### src/rtl/phx_ram_arbiter.sv
// ---------------------------------------------------------------------------
// phx_ram_arbiter
//
// Shares the Phoenix single-port work RAM between the game CPU and the
// hiscore save/restore engine (clk_sys domain).
//
// How the RAM changes hands:
//   IDLE    : CPU owns the RAM.
//   DRAIN   : the CPU is paused, but the RAM stays muxed to the CPU with its
//             writes suppressed. We then wait SETTLE cpu_ce strobes so any
//             bus cycle already in flight can finish.
//   GRANT   : the hiscore engine owns the RAM and requests are accepted.
//   ACCESS  : a single byte read or write is performed, ending with a
//             one-cycle hs_ack.
//   RELEASE : one cycle that hands the RAM back to the CPU with writes
//             suppressed, before returning to IDLE.
//
// Ports:
//   clk         system clock (clk_sys)
//   reset_n     asynchronous active-low reset
//   cpu_ce      CPU bus-cycle strobe, one clk wide
//   user_pause  user pause level (already toggled upstream)
//   cpu_addr    CPU RAM address             cpu_wdata  CPU write data
//   cpu_we      CPU write enable
//   hs_req      hiscore request, held until hs_ack
//   hs_we       hiscore write(1)/read(0), sampled with hs_req
//   hs_addr     hiscore address             hs_wdata   hiscore write data
//   hs_ack      one-cycle completion pulse
//   hs_rdata    read data, valid in the hs_ack cycle, held between acks
//   ram_addr    RAM address                 ram_wdata  RAM write data
//   ram_we      RAM write strobe            ram_rdata  RAM read data
//   cpu_pause   pause to the phoenix core
//   hs_busy     high while the hiscore engine owns the RAM
//
// Optional feature (macro ARB_PAUSE_DIM_EN):
//   Adds parameter DIM_CYCLES and output dim. A 32-bit timer runs while
//   user_pause is high and clears when it is low. dim goes high once the
//   timer reaches DIM_CYCLES, and the timer then holds at that value.
//   Pauses caused by the hiscore engine never start the timer.
// ---------------------------------------------------------------------------
module phx_ram_arbiter #(
    parameter int AW           = 16,
    parameter int SETTLE       = 4,
    parameter int RD_LAT       = 1,
    parameter int IDLE_TIMEOUT = 64
`ifdef ARB_PAUSE_DIM_EN
    ,
    parameter logic [31:0] DIM_CYCLES = 32'h68E7780
`endif
) (
    input  logic          clk,
    input  logic          reset_n,
    input  logic          cpu_ce,
    input  logic          user_pause,
    input  logic [AW-1:0] cpu_addr,
    input  logic [7:0]    cpu_wdata,
    input  logic          cpu_we,
    input  logic          hs_req,
    input  logic          hs_we,
    input  logic [AW-1:0] hs_addr,
    input  logic [7:0]    hs_wdata,
    output logic          hs_ack,
    output logic [7:0]    hs_rdata,
    output logic [AW-1:0] ram_addr,
    output logic [7:0]    ram_wdata,
    output logic          ram_we,
    input  logic [7:0]    ram_rdata,
    output logic          cpu_pause,
    output logic          hs_busy
`ifdef ARB_PAUSE_DIM_EN
    ,
    output logic          dim
`endif
);

    typedef enum logic [2:0] {
        ST_IDLE,
        ST_DRAIN,
        ST_GRANT,
        ST_ACCESS,
        ST_RELEASE
    } state_t;

    // Terminal values of the counters, sized to match the counter widths.
    localparam logic [3:0] SETTLE_M1 = 4'(SETTLE - 1);
    localparam logic [1:0] LAT_M1    = 2'(RD_LAT - 1);
    localparam logic [7:0] IDLE_M1   = 8'(IDLE_TIMEOUT - 1);

    state_t     state_reg;
    logic [3:0] settle_cnt_reg;
    logic [7:0] idle_cnt_reg;
    logic [1:0] lat_cnt_reg;
    logic       we_lat_reg;
    logic       hs_ack_reg;
    logic [7:0] hs_rdata_reg;

    // -----------------------------------------------------------------------
    // Arbitration FSM
    // -----------------------------------------------------------------------
    always_ff @(posedge clk or negedge reset_n) begin
        if (!reset_n) begin
            state_reg      <= ST_IDLE;
            settle_cnt_reg <= 4'd0;
            idle_cnt_reg   <= 8'd0;
            lat_cnt_reg    <= 2'd0;
            we_lat_reg     <= 1'b0;
            hs_ack_reg     <= 1'b0;
            hs_rdata_reg   <= 8'd0;
        end else begin
            // hs_ack is a single-cycle pulse. It drops unless it is set below.
            hs_ack_reg <= 1'b0;

            case (state_reg)
                ST_IDLE: begin
                    if (hs_req) begin
                        state_reg      <= ST_DRAIN;
                        settle_cnt_reg <= 4'd0;
                    end
                end

                // Once entered, DRAIN always runs to GRANT. A withdrawn
                // request simply ends in an idle timeout.
                ST_DRAIN: begin
                    if (cpu_ce) begin
                        if (settle_cnt_reg != 4'hF) begin
                            settle_cnt_reg <= settle_cnt_reg + 4'd1;
                        end
                        if (settle_cnt_reg >= SETTLE_M1) begin
                            state_reg    <= ST_GRANT;
                            idle_cnt_reg <= 8'd0;
                        end
                    end
                end

                ST_GRANT: begin
                    if (hs_req) begin
                        we_lat_reg   <= hs_we;
                        lat_cnt_reg  <= 2'd0;
                        idle_cnt_reg <= 8'd0;
                        state_reg    <= ST_ACCESS;
                    end else begin
                        idle_cnt_reg <= idle_cnt_reg + 8'd1;
                        if (idle_cnt_reg == IDLE_M1) begin
                            state_reg <= ST_RELEASE;
                        end
                    end
                end

                // ACCESS always ends with a cycle in which hs_ack is visible.
                // GRANT follows that cycle, so a request still held during
                // the ack cycle is not accepted a second time.
                ST_ACCESS: begin
                    if (hs_ack_reg) begin
                        state_reg <= ST_GRANT;
                    end else if (we_lat_reg) begin
                        hs_ack_reg <= 1'b1;
                    end else if (lat_cnt_reg == LAT_M1) begin
                        // hs_addr was already on the RAM during GRANT, so
                        // RD_LAT cycles have elapsed by this point.
                        hs_ack_reg   <= 1'b1;
                        hs_rdata_reg <= ram_rdata;
                    end else begin
                        lat_cnt_reg <= lat_cnt_reg + 2'd1;
                    end
                end

                ST_RELEASE: begin
                    state_reg <= ST_IDLE;
                end

                default: begin
                    state_reg <= ST_IDLE;
                end
            endcase
        end
    end

    // -----------------------------------------------------------------------
    // RAM port mux
    // -----------------------------------------------------------------------
    always_comb begin
        ram_addr  = cpu_addr;
        ram_wdata = cpu_wdata;
        ram_we    = 1'b0;
        case (state_reg)
            // Gating with reset_n keeps the RAM write-protected while reset
            // is asserted, whatever the CPU is doing.
            ST_IDLE: ram_we = cpu_we & reset_n;
            ST_GRANT: begin
                ram_addr  = hs_addr;
                ram_wdata = hs_wdata;
            end
            ST_ACCESS: begin
                ram_addr  = hs_addr;
                ram_wdata = hs_wdata;
                // Write only in the first ACCESS cycle, before the ack shows.
                ram_we    = we_lat_reg & ~hs_ack_reg;
            end
            default: ;
        endcase
    end

    assign hs_busy   = (state_reg == ST_GRANT) || (state_reg == ST_ACCESS);
    assign cpu_pause = user_pause | (state_reg != ST_IDLE);
    assign hs_ack    = hs_ack_reg;
    assign hs_rdata  = hs_rdata_reg;

`ifdef ARB_PAUSE_DIM_EN
    // -----------------------------------------------------------------------
    // Screen-dim timer. It is driven only by the user pause, never by
    // hiscore pauses.
    // -----------------------------------------------------------------------
    logic [31:0] dim_timer_reg;

    always_ff @(posedge clk or negedge reset_n) begin
        if (!reset_n) begin
            dim_timer_reg <= 32'd0;
        end else if (!user_pause) begin
            dim_timer_reg <= 32'd0;
        end else if (dim_timer_reg < DIM_CYCLES) begin
            dim_timer_reg <= dim_timer_reg + 32'd1;
        end
    end

    assign dim = (dim_timer_reg >= DIM_CYCLES);
`endif

endmodule
### config.mk
export PLATFORM = sky130hd
export DESIGN_NAME = phx_ram_arbiter
export DESIGN_NICKNAME = d
export VERILOG_FILES = /design/src/rtl/phx_ram_arbiter.sv
export SDC_FILE = /design/constraint.sdc
export NUM_CORES = 1
export LEC_CHECK = 0
export CORE_MARGIN = 5
export CORE_UTILIZATION = 40
export CTS_CLUSTER_SIZE = 25
export DETAILED_ROUTE_END_ITERATION = 7
export PLACE_DENSITY_LB_ADDON = 0.2
export SLEW_MARGIN = 0
export SYNTH_ARGS = -nofsm -noshare
export SYNTH_HDL_FRONTEND = slang
export SYNTH_SLANG_ARGS = --single-unit
export TNS_END_PERCENT = 30
### constraint.sdc
create_clock -name clk -period 3.7 [get_ports clk]
set_clock_uncertainty 0.2 [all_clocks]
set_input_delay 0.74 -clock clk [delete_from_list [all_inputs] [get_ports clk]]
set_output_delay 0.74 -clock clk [all_outputs]
set_load 0.01 [all_outputs]
==> results.yml <==
run_status:
  status: "finished clean"
critical_path:
  slowest_delay_ps: 530
  cp_data_arrival_time_ps: 2060
  crit_slowest_cell: "clkdlybuf4s50_1"
  critPathMaxFanout: 28
  path_cells: "nand2b_1 -> inv_2 -> nand2_1 -> nand2_1 -> clkdlybuf4s50_1"
  r2r_end: "idle_cnt_reg[7]$_DFFE_PN0P_"
  rr_worst_depth: 4
  critPathCaptureType: "primary output"
  r2r_slack_ps: 1350
  critPathKind: "flop to primary output"
  required_ps: 2760
  crit_path_frequent_cell: "nand2_1"
  timing.rr.start: "state_reg[1]$_DFFE_PN0P_"
  start_kind: "flop"
drt:
  via_count: 1799
  drtIter0Drc: 75
  detail-route-antenna-nets: 0
  viasPerCell: 5.11
  firstDrtPassIters: 4
  drc: 0
  wl_um: 5130
  wl_per_cell_um: 14.6
logic_synthesis:
  yosysMostFrequentCell: "nand2_1"
  syn-cell-area_um2: 1660
  synth_compound_area_frac: 0.144
  async_reset_ff_frac: 1.00
  syn_nets: 273
  yosys-mux-area-fraction: 0.0748
  synth_adder_area_share: 0.0227
  synth_seq_area_share: 0.408
  synthSimpleGateAreaFrac: 0.309
  ys_types: 37
  synth_edf_count: 0
  yosysWarnings: 0
  syn_area_per_cell_um2: 8.00
  syn_inst: 207
  yosys-top-cells-count: "83 x nand2_1, 27 x dfrtp_1, 11 x mux2_2"
  synth_ff_type: "dfrtp_1"
  synth-xor-area-share: 0
  synth_top_family_by_area: "simple AND/OR/NAND/NOR gates"
  ys_ff_latch: 27
  synthTopCellsByArea: "dfrtp_1 41%, nand2_1 19%, mux2_2 7.5%"
  synth.top_cell.area_share: 0.408
  yosysTopAreaCell: "dfrtp_1"
layout:
  final_util: 0.678
  layout-drive-gt1-share: 0.0662
  layout.cells.non_filler: 352
  fin_nets: 369
  n_antenna_cell: 0
  syn2layout_area_growth_pct: 63.7
timing:
  max-slew-margin-rel: 0.621
  setup_ws_ps: 698
  fin_setup_tns_ps: 0
  worst_slew_pin_slew_ps: 564
  rsz0062_at_grt: "false"
  min_period_over_period: 0.811
  timing.fmax_mhz: 333
  finalHoldViolCount: 0
  final.min_clock_period_ps: 3000
  maxSlewViolCount: 0
  setup_violations: 0
clock_network:
  root_buffer: "clkbuf_8"
  clk_pin_slew_ps: 90
  cts_made_buffers: 3
  hold_buffers: 0
  postCtsResizedCells: 0
  insertion_delay_ps: 270
  cts_buffer_depth: 2
  cts_tree: "built"
  htree_levels: 1
  cts.sinks: 27
  post-cts-setup-buffer-count: 0
global_route:
  grtUsageTotal: 0.185
  grt_pass1_vias: 1721
  grt_pass1_wl_um: 8100
  antenna_found_initial: 0
  grt_max_degree: 31
  grt_overflow: 0
floorplan:
  die_w_um: 74.3
  start_util: 0.414
  coreArea_um2: 4000
  ioPinCount: 99
  dieHeight_um: 74.3
  die-area_um2: 5520
  num_rows: 23
power_and_ir_drop:
  vdd_drop_max_mv: 0.373
  power_density_nw_per_um2: 412
  pwr-share-comb: 0.460
  finalPower_uw: 1120
  p_clk_frac: 0.146
  swShare: 0.322
  leakagePower_uw: 0.00118
  power_frac_seq: 0.395
  internal_power_uw: 756
  p_switching_uw: 359
placement:
  dp_hpwl_um: 4070
  gp_congestion: 0.795
  dp_slack_ps: 678
  place_inst: 348
  portBuffers: 98
run:
  maxCapViolations: 0
hold_path:
  worstHoldPathCells: 1
  holdCritStartpoint: "idle_cnt_reg[7]$_DFFE_PN0P_"
  min_to: "state_reg[2]$_DFFE_PN0P_"
  hp-class: "flop to flop"
## layout make-up
class	instances	area, µm²
Timing Repair Buffer	100	996
Sequential cell	27	676
Tap cell	50	62.6
Fill cell	349	1290
Clock buffer	3	41.3
Multi-Input combinational cell	166	911
Clock inverter	1	5.00
Inverter	5	18.8
## cell families (layout without fill, tap and decap cells)
group	count (synthesis)	in the layout
simple gates	118	118
compound gates	34	34
flops	27	27
buf+inv	14	109
mux	11	11
fa+ha+maj	3	3
## metal layers
| layer | share of wire | vias to the layer above | routed length (µm) | global-route usage |
|---|---|---|---|---|
| met5 | 0 | - | 0 | 0 |
| met4 | 0.0023 | 0 | 12 | 0.0356 |
| met3 | 0.10 | 2 | 539 | 0.0486 |
| met2 | 0.44 | 72 | 2280 | 0.306 |
| met1 | 0.45 | 821 | 2300 | 0.246 |
| li1 | - | 904 | - | - |
## critical path: cells and delay by family, from the launching register on
family / cells / cell delay [ps]
DFF: 1 / 480
buffers and inverters: 2 / 900
and+or+nand+nor: 3 / 410
## how the worst max path moves through the flow
stage | startpoint | end
after detailed placement | reset_n | ram_we
after CTS | reset_n | ram_we
after global placement | reset_n | ram_we
final | state_reg[2]$_DFFE_PN0P_ | ram_wdata[2]
after floorplan | state_reg[2]$_DFFE_PN0P_ | ram_addr[10]
after global routing | state_reg[2]$_DFFE_PN0P_ | ram_addr[12]
## cells in the final DEF (no fill, tap or decap)
cell             count
a211o_1              2
clkinv_2             1
o21ai_0             10
a22o_1               5
or3_1                3
nand2b_1             3
clkdlybuf4s50_1     98
nor4b_1              2
or4b_2               1
o311ai_0             1
o32ai_1              2
mux2_2              11
o211ai_1             1
and3_1               1
inv_2                1
a32o_1               1
a41oi_1              1
nor2b_1              1
o211a_1              1
buf_4                2
nand4b_1             1
nor4_1               2
nand2_1             83
or4_1                2
nor2_1               9
a31oi_1              1
o31ai_1              1
ha_1                 3
o32a_1               2
or2_0                1
nand3_1              6
clkbuf_8             3
or2_2                1
inv_1                4
a21oi_1              6
nor3_1               2
dfrtp_1             27
## power by group through the flow
| stage | logic [µW] | registers [µW] | clock network [µW] |
|---|---|---|---|
| 6_report | 513 | 440 | 163 |
| 5_1_grt | 569 | 453 | 183 |
| 4_1_cts | 521 | 439 | 170 |
| 3_5_place_dp | 517 | 446 | 0 |
| 3_3_place_gp | 507 | 440 | 0 |
| 2_1_floorplan | 249 | 446 | 0 |
## per-stage QoR
stage | hold WS (ps) | instance area (µm²)
final | 282 | 2710
after detailed placement | 271 | 2660
after CTS | 284 | 2710
after global placement | 272 | 2660
after global routing | 306 | 2710
after floorplan | 244 | 1660
Power figures use the tool's default switching activity.
